<file path="src/rtl/axi_aw_arbiter_m2_if.sv">
// Request/handshake bundle between the two AW masters' mux and the AW/W arbiter.
// master modport is the arbiter side; slave modport is the mux/slave side.
interface axi_aw_arbiter_m2_if #(parameter int WIDTH_CID = 2);
  logic [1:0]           REQ;
  logic                 AWVALID_S;
  logic                 AWREADY_S;
  logic                 WVALID_S;
  logic                 WREADY_S;
  logic                 WLAST_S;
  logic [1:0]           GRANT;
  logic [WIDTH_CID-1:0] GRANT_ID;
  logic                 BUSY;

  modport master (
    input  REQ, AWVALID_S, AWREADY_S, WVALID_S, WREADY_S, WLAST_S,
    output GRANT, GRANT_ID, BUSY
  );

  modport slave (
    output REQ, AWVALID_S, AWREADY_S, WVALID_S, WREADY_S, WLAST_S,
    input  GRANT, GRANT_ID, BUSY
  );
endinterface

</file>
<file path="src/rtl/axi_aw_arbiter_m2.sv">
// Two-master AXI write-channel arbiter: holds the grant across AW and W until both complete.
// Define AXI_ARB_FIXED_PRIORITY_EN for fixed priority (master 0 wins ties); default is round-robin.
module axi_aw_arbiter_m2 #(
  parameter int WIDTH_CID = 2
) (
  input  logic                 ACLK,
  input  logic                 ARESETn,
  axi_aw_arbiter_m2_if.master  bus
);

  typedef enum logic [1:0] {IDLE, ADDR, DATA} state_t;

  state_t     state;
  logic       wdone;
  logic       last;      // 1: master 1 was granted last
  logic [1:0] win;
  logic       aw_hs, wl_hs;

  assign aw_hs = bus.AWVALID_S & bus.AWREADY_S;
  assign wl_hs = bus.WVALID_S & bus.WREADY_S & bus.WLAST_S;

  always_comb begin
    win = 2'b00;
`ifdef AXI_ARB_FIXED_PRIORITY_EN
    if (bus.REQ[0])      win = 2'b01;
    else if (bus.REQ[1]) win = 2'b10;
`else
    if (bus.REQ == 2'b11) win = last ? 2'b01 : 2'b10;
    else if (bus.REQ[0])  win = 2'b01;
    else if (bus.REQ[1])  win = 2'b10;
`endif
  end

  always_ff @(posedge ACLK or negedge ARESETn) begin
    if (!ARESETn) begin
      state        <= IDLE;
      wdone        <= 1'b0;
      last         <= 1'b1;
      bus.GRANT    <= 2'b00;
      bus.GRANT_ID <= '0;
      bus.BUSY     <= 1'b0;
    end else begin
      case (state)
        IDLE: begin
          if (win != 2'b00) begin
            state        <= ADDR;
            bus.GRANT    <= win;
            bus.GRANT_ID <= win[1] ? WIDTH_CID'(1) : '0;
            bus.BUSY     <= 1'b1;
          end
        end
        ADDR: begin
          if (aw_hs) begin
            if (wdone || wl_hs) begin
              state        <= IDLE;
              wdone        <= 1'b0;
              last         <= bus.GRANT[1];
              bus.GRANT    <= 2'b00;
              bus.GRANT_ID <= '0;
              bus.BUSY     <= 1'b0;
            end else begin
              state <= DATA;
            end
          end else if (wl_hs) begin
            wdone <= 1'b1;
          end
        end
        DATA: begin
          if (wl_hs) begin
            state        <= IDLE;
            wdone        <= 1'b0;
            last         <= bus.GRANT[1];
            bus.GRANT    <= 2'b00;
            bus.GRANT_ID <= '0;
            bus.BUSY     <= 1'b0;
          end
        end
        default: begin
          state        <= IDLE;
          wdone        <= 1'b0;
          bus.GRANT    <= 2'b00;
          bus.GRANT_ID <= '0;
          bus.BUSY     <= 1'b0;
        end
      endcase
    end
  end

endmodule

</file>
<file path="src/flat_wrapper.sv">
// flat-port wrapper written by rule: the top's interface ports become plain ports
module axi_aw_arbiter_m2_flat 
#(
  parameter int WIDTH_CID = 2
)
  (ACLK, ARESETn, bus_REQ, bus_AWVALID_S, bus_AWREADY_S, bus_WVALID_S, bus_WREADY_S, bus_WLAST_S, bus_GRANT, bus_GRANT_ID, bus_BUSY);
  axi_aw_arbiter_m2_if #(.WIDTH_CID(WIDTH_CID)) bus_i ();
  input  logic ACLK;
  input  logic ARESETn;
  input wire logic [$bits(bus_i.REQ)-1:0] bus_REQ;
  input wire logic [$bits(bus_i.AWVALID_S)-1:0] bus_AWVALID_S;
  input wire logic [$bits(bus_i.AWREADY_S)-1:0] bus_AWREADY_S;
  input wire logic [$bits(bus_i.WVALID_S)-1:0] bus_WVALID_S;
  input wire logic [$bits(bus_i.WREADY_S)-1:0] bus_WREADY_S;
  input wire logic [$bits(bus_i.WLAST_S)-1:0] bus_WLAST_S;
  output wire logic [$bits(bus_i.GRANT)-1:0] bus_GRANT;
  output wire logic [$bits(bus_i.GRANT_ID)-1:0] bus_GRANT_ID;
  output wire logic [$bits(bus_i.BUSY)-1:0] bus_BUSY;
  assign bus_i.REQ = bus_REQ;
  assign bus_i.AWVALID_S = bus_AWVALID_S;
  assign bus_i.AWREADY_S = bus_AWREADY_S;
  assign bus_i.WVALID_S = bus_WVALID_S;
  assign bus_i.WREADY_S = bus_WREADY_S;
  assign bus_i.WLAST_S = bus_WLAST_S;
  assign bus_GRANT = bus_i.GRANT;
  assign bus_GRANT_ID = bus_i.GRANT_ID;
  assign bus_BUSY = bus_i.BUSY;
  axi_aw_arbiter_m2 #(.WIDTH_CID(WIDTH_CID)) u_core (.ACLK(ACLK), .ARESETn(ARESETn), .bus(bus_i));
endmodule
</file>
<file path="config.mk">
export PLATFORM = sky130hd
export DESIGN_NAME = axi_aw_arbiter_m2_flat
export DESIGN_NICKNAME = d
export VERILOG_FILES = /design/src/rtl/axi_aw_arbiter_m2_if.sv /design/src/rtl/axi_aw_arbiter_m2.sv /design/src/flat_wrapper.sv
export SDC_FILE = /design/constraint.sdc
export NUM_CORES = 1
export LEC_CHECK = 0
export ABC_AREA = 1
export CAP_MARGIN = 0
export CELL_PAD_IN_SITES_DETAIL_PLACEMENT = 1
export CELL_PAD_IN_SITES_GLOBAL_PLACEMENT = 1
export CORE_MARGIN = 1
export CORE_UTILIZATION = 31
export DETAILED_ROUTE_END_ITERATION = 7
export PLACE_DENSITY = 0.79
export SLEW_MARGIN = 20
export SYNTH_ARGS = -nofsm -noshare
export SYNTH_HDL_FRONTEND = slang
export SYNTH_SLANG_ARGS = --single-unit
</file>
<file path="constraint.sdc">
create_clock -name ACLK -period 3.32 [get_ports ACLK]
set_clock_uncertainty 0.2 [all_clocks]
set_input_delay 0.498 -clock ACLK [delete_from_list [all_inputs] [get_ports ACLK]]
set_output_delay 0.498 -clock ACLK [all_outputs]
set_load 0.01 [all_outputs]
</file>
Word-level counts from Yosys, hierarchy flattened
Index checks and enable logic that the tools add are counted.
{ "op_classes": {"reduce_logical": 8, "order_cmp": 0, "n_addsub": 0, "n_bitwise": 4, "multipliers": 0, "muxes": 28, "n_div": 0, "shifts": 0, "eq_ne": 9} }
{ "op_table": {"columns": ["cell", "count"], "rows": [
  ["2-bit 2-to-1 mux", 12],
  ["2-bit case mux with 3 select lines", 3],
  ["4-bit AND reduction", 3],
  ["1-bit 2-to-1 mux", 10],
  ["2-bit by 1-bit inequality test with 1-bit output (second input constant)", 4],
  ["1-bit case mux with 3 select lines", 2],
  ["2-bit equality test (second input constant)", 2],
  ["2-bit nonzero test", 2],
  ["1-bit AND", 3],
  ["3-bit by 1-bit inequality test with 1-bit output (second input constant)", 1],
  ["3-bit inequality test (second input constant)", 1],
  ["3-bit AND reduction", 1],
  ["2-bit by 1-bit equality test with 1-bit output (second input constant)", 1],
  ["2-bit zero test", 1],
  ["1-bit case mux with 2 select lines", 1],
  ["1-bit logical OR", 1],
  ["1-bit NOT", 1]
]} }
{ "totals": {"out_inout_bits": 5, "regBits": 9, "ram_bits": 0, "latch_bits": 0, "memories": 0, "inputBits": 9, "word_cells": 55, "romBits": 0} }

Depth between registers and ports, before layout
{ "depth": {"word_depth": 6, "mapped_depth": 8} }

Worst setup path after synthesis
No wires, ideal clock.
{ "synth_path": {"kind": "input-to-reg", "start": "input bus_WLAST_S", "end": "register u_core.bus.BUSY", "stages": 5, "setup_slack_ns": 2.021, "t_required_ns": 2.999, "arrival_ns": 0.978, "n_path_buf": 0, "cell_sequence": "nand3_1 nand2_1 nand3_1 o21bai_1 nand2_1"} }
{ "synth_between": {"elab_chain_cells": 4} }
{ "synth_rtl": {"columns": ["element", "line_no", "source"], "rows": [
  ["from (decl)", "flat_wrapper.sv:15", "input wire logic [$bits(bus_i.WLAST_S)-1:0] bus_WLAST_S;"],
  ["1-bit AND (*)", "axi_aw_arbiter_m2.sv:20", "assign wl_hs = bus.WVALID_S & bus.WREADY_S & bus.WLAST_S;"],
  ["1-bit logical OR", "axi_aw_arbiter_m2.sv:54", "if (wdone || wl_hs) begin"],
  ["2-bit by 1-bit inequality test with 1-bit output (no source line)", null, null],
  ["4-bit AND reduction (no source line) (*)", null, null],
  ["to (signal assigned)", "axi_aw_arbiter_m2.sv:41", "bus.BUSY <= 1'b0;"],
  ["to (signal assigned)", "axi_aw_arbiter_m2.sv:49", "bus.BUSY <= 1'b1;"],
  ["to (signal assigned)", "axi_aw_arbiter_m2.sv:60", "bus.BUSY <= 1'b0;"],
  ["to (decl)", "axi_aw_arbiter_m2_if.sv:16", "output GRANT, GRANT_ID, BUSY"]
]} }
Mark *: on every way between the ends. The rest lies on a longest branch, timed or not.
A chain may end at the register's enable or synchronous reset.

Final worst setup path
{ "layout_path": {"start": "register u_core.bus.GRANT_ID[0]", "end": "output bus_GRANT_ID[0]"} }
{ "layout_rtl": {"columns": ["element", "line_no", "source"], "rows": [
  ["from (decl)", "axi_aw_arbiter_m2_if.sv:16", null],
  ["from (signal assigned)", "axi_aw_arbiter_m2.sv:48", "bus.GRANT_ID <= win[1] ? WIDTH_CID'(1) : '0;"],
  ["to (decl)", "flat_wrapper.sv:17", "output wire logic [$bits(bus_i.GRANT_ID)-1:0] bus_GRANT_ID;"]
]} }
No word-level cell between the ends.

==> metrics.txt <==
status finished clean; TritonCTS clock tree done; cts bufs inserted 3; Die H 38.4 um; first-pass GRT wire length 1530 um; Reg-to-Reg Start u_core.state[0]; WL/cell between 10 and 15 um; vias 369; hold bufs inserted after CTS 0; Max Cap Violations 0; largest stage delay on the critical path approximately 550 ps; row cnt 12; footprint of the multi-input gates 183 um^2; family with the most delay on the worst path buffers and inverters; DIE WIDTH slightly below 40 um; Levels on crit path 1; commonest non-fill, non-tap cell in the layout nand2_1; area share of fa/ha/maj cells after synthesis 0; synthesized instance count 56; post-synth cell types 16; WHS Path Cells 2; vias in the first global route about 380; RSZ-0062 raised after global routing no; Bufs on Longest Clock Path 2; Clk pin slew, worst setup/hold paths around 60 ps; Slew Viols, Final 0; Synth Area in Compound Gates 0.122; PD cells approximately 860 mW/mm^2; DRT Pass-1 Iters 3; n_diodes 0; grt ovf 0; final number of hold-violating endpoints 0; WP data required ~2600 ps; worst setup margin approximately 1400 ps; CP Class flip-flop to output port; core area around 0.0012 mm^2; leakage power total around 0.29 nW; PostCTS Resize Cnt 0; Finished Core Util 0.479; nets 80; Port Buffers 12; sequential fraction of the synthesis area 0.429; IR drop worst, VDD 421 uV; sum of negative setup slack 0 ps; Min-Delay Path Class flip-flop to flip-flop; Seq. cell area between 150 and 200 um^2; Yosys reg bits 7; largest family of logic cells by synthesized area simple AND/OR/NAND/NOR gates; CP Data Arrival Time 1190 ps; dpl ws around 1400 ps; CP max stage cell clkdlybuf4s50_1; DRC viols 0; Ys Warns 0; initial antenna violation count 0; worst-skew pair later-pin latency 260 ps; Crit. Startpoint u_core.bus.GRANT_ID[0]; multiplexer share of the synthesized area 0; number of post-CTS setup repair buffers 0; die area ~0.0015 mm^2; share of cells above drive strength 1 0.100; fin crit share 0.569; setup violators final 0; Synthesized Nets 65; syn avg cell area ~7.4 um^2; CP Cell Sequence clkdlybuf4s50_1; fin crit period 1890 ps; H-Tree Depth 1; FILL cells roughly 150; hpwl dp between 700 and 800 um; largest net degree at the start of global routing 8; DR iter-0 viols 8; CTS root buf clkbuf_4; Worst Setup End Kind output port; hold path startpoint u_core.last; worst path bufs/invs 1; GPL Wtd Cong roughly 0.75; Syn Std Cell Area between 400 and 500 um^2; Critical Path Start Type flip-flop; All-Layer GR Usage 0.158; Post-Route WL ~900 um; worst-path maximum fanout 4; Layout area overhead 36.2%; Routed Antenna Nets 0; vias per cell roughly 4.4; Synth Area in Simple Gates 0.313; IO Count 14; TritonCTS sink count 7; initial core utilization 0.351; reg2reg path depth 5; most frequent cells in the layout nand2_1 (17), clkdlybuf4s50_1 (12), inv_1 (9); highest clock rate approximately 0.53 GHz; Synth Area in XOR/XNOR 0
## layer usage
metal  wire, um  track usage
met2        415        0.258
met4          0       0.0259
met5          0            0
met1        447        0.184
met3         53       0.0872
## layout make-up
cell class	count	area share
Tap cell	14	0.0312
Inverter	10	0.0670
Timing Repair Buffer	12	0.214
Sequential cell	7	0.315
Multi-Input combinational cell	37	0.326
Clock buffer	4	0.0469
## flip-flops by register name (all words and copies together), names as in the netlist
signal	count
u_core.bus.BUSY	1
u_core.bus.GRANT	1
u_core.bus.GRANT_ID	1
u_core.last	1
u_core.state	2
u_core.wdone	1
## path summary, 6_finish.rpt
path	endpoint	slack, ps
min in group asynchronous	u_core.state[1]	300
max	bus_GRANT_ID[0]	1430
min reg2reg	u_core.last	280
max in group asynchronous	u_core.last	2330
min	u_core.last	280
max reg2reg	u_core.bus.GRANT_ID[0]	1960
## worst register-to-register path, cell delays in order, from the launching register on
cell and delay [ps]:
dfrtp_1 410, nor2_1 280, nand2_1 120, nand3_1 150, o21bai_1 90, nand2_1 60
## Yosys cell counts
| library cell | n | area share |
|---|---|---|
| nor2_2 | 1 | 0.015 |
| nand2_1 | 17 | 0.16 |
| o31ai_1 | 1 | 0.018 |
| inv_2 | 1 | 0.0091 |
| nor2_1 | 4 | 0.036 |
| dfrtp_1 | 6 | 0.36 |
| nand3b_1 | 1 | 0.018 |
| conb_1 | 1 | 0.0091 |
| dfstp_2 | 1 | 0.064 |
| buf_4 | 2 | 0.036 |
| o21a_1 | 2 | 0.036 |
| o21bai_1 | 3 | 0.055 |
| nor2_4 | 1 | 0.027 |
| inv_1 | 9 | 0.082 |
| nand3_1 | 5 | 0.061 |
| o21ai_0 | 1 | 0.012 |
## power by group
part | switching, mW | internal [mW] | total [mW]
Combinational | 0.138 | 0.110 | 0.248
Clock | 0.0328 | 0.0459 | 0.0787
Sequential | 0.0263 | 0.127 | 0.153
## cells by family after synthesis
family / Yosys count
compound gates: 7
buf+inv: 12
flops: 7
other cells: 1
simple gates: 29
## stage by stage
stage	instances	instance area, um^2	hold slack [ps]	power, mW
after CTS	84	561	276	0.486
after floorplan	56	412	2.41	0.318
after detailed placement	80	534	267	0.401
after global routing	84	561	292	0.529
after global placement	80	534	255	0.397
final	84	561	275	0.480
(Power assumes the default switching activity.)
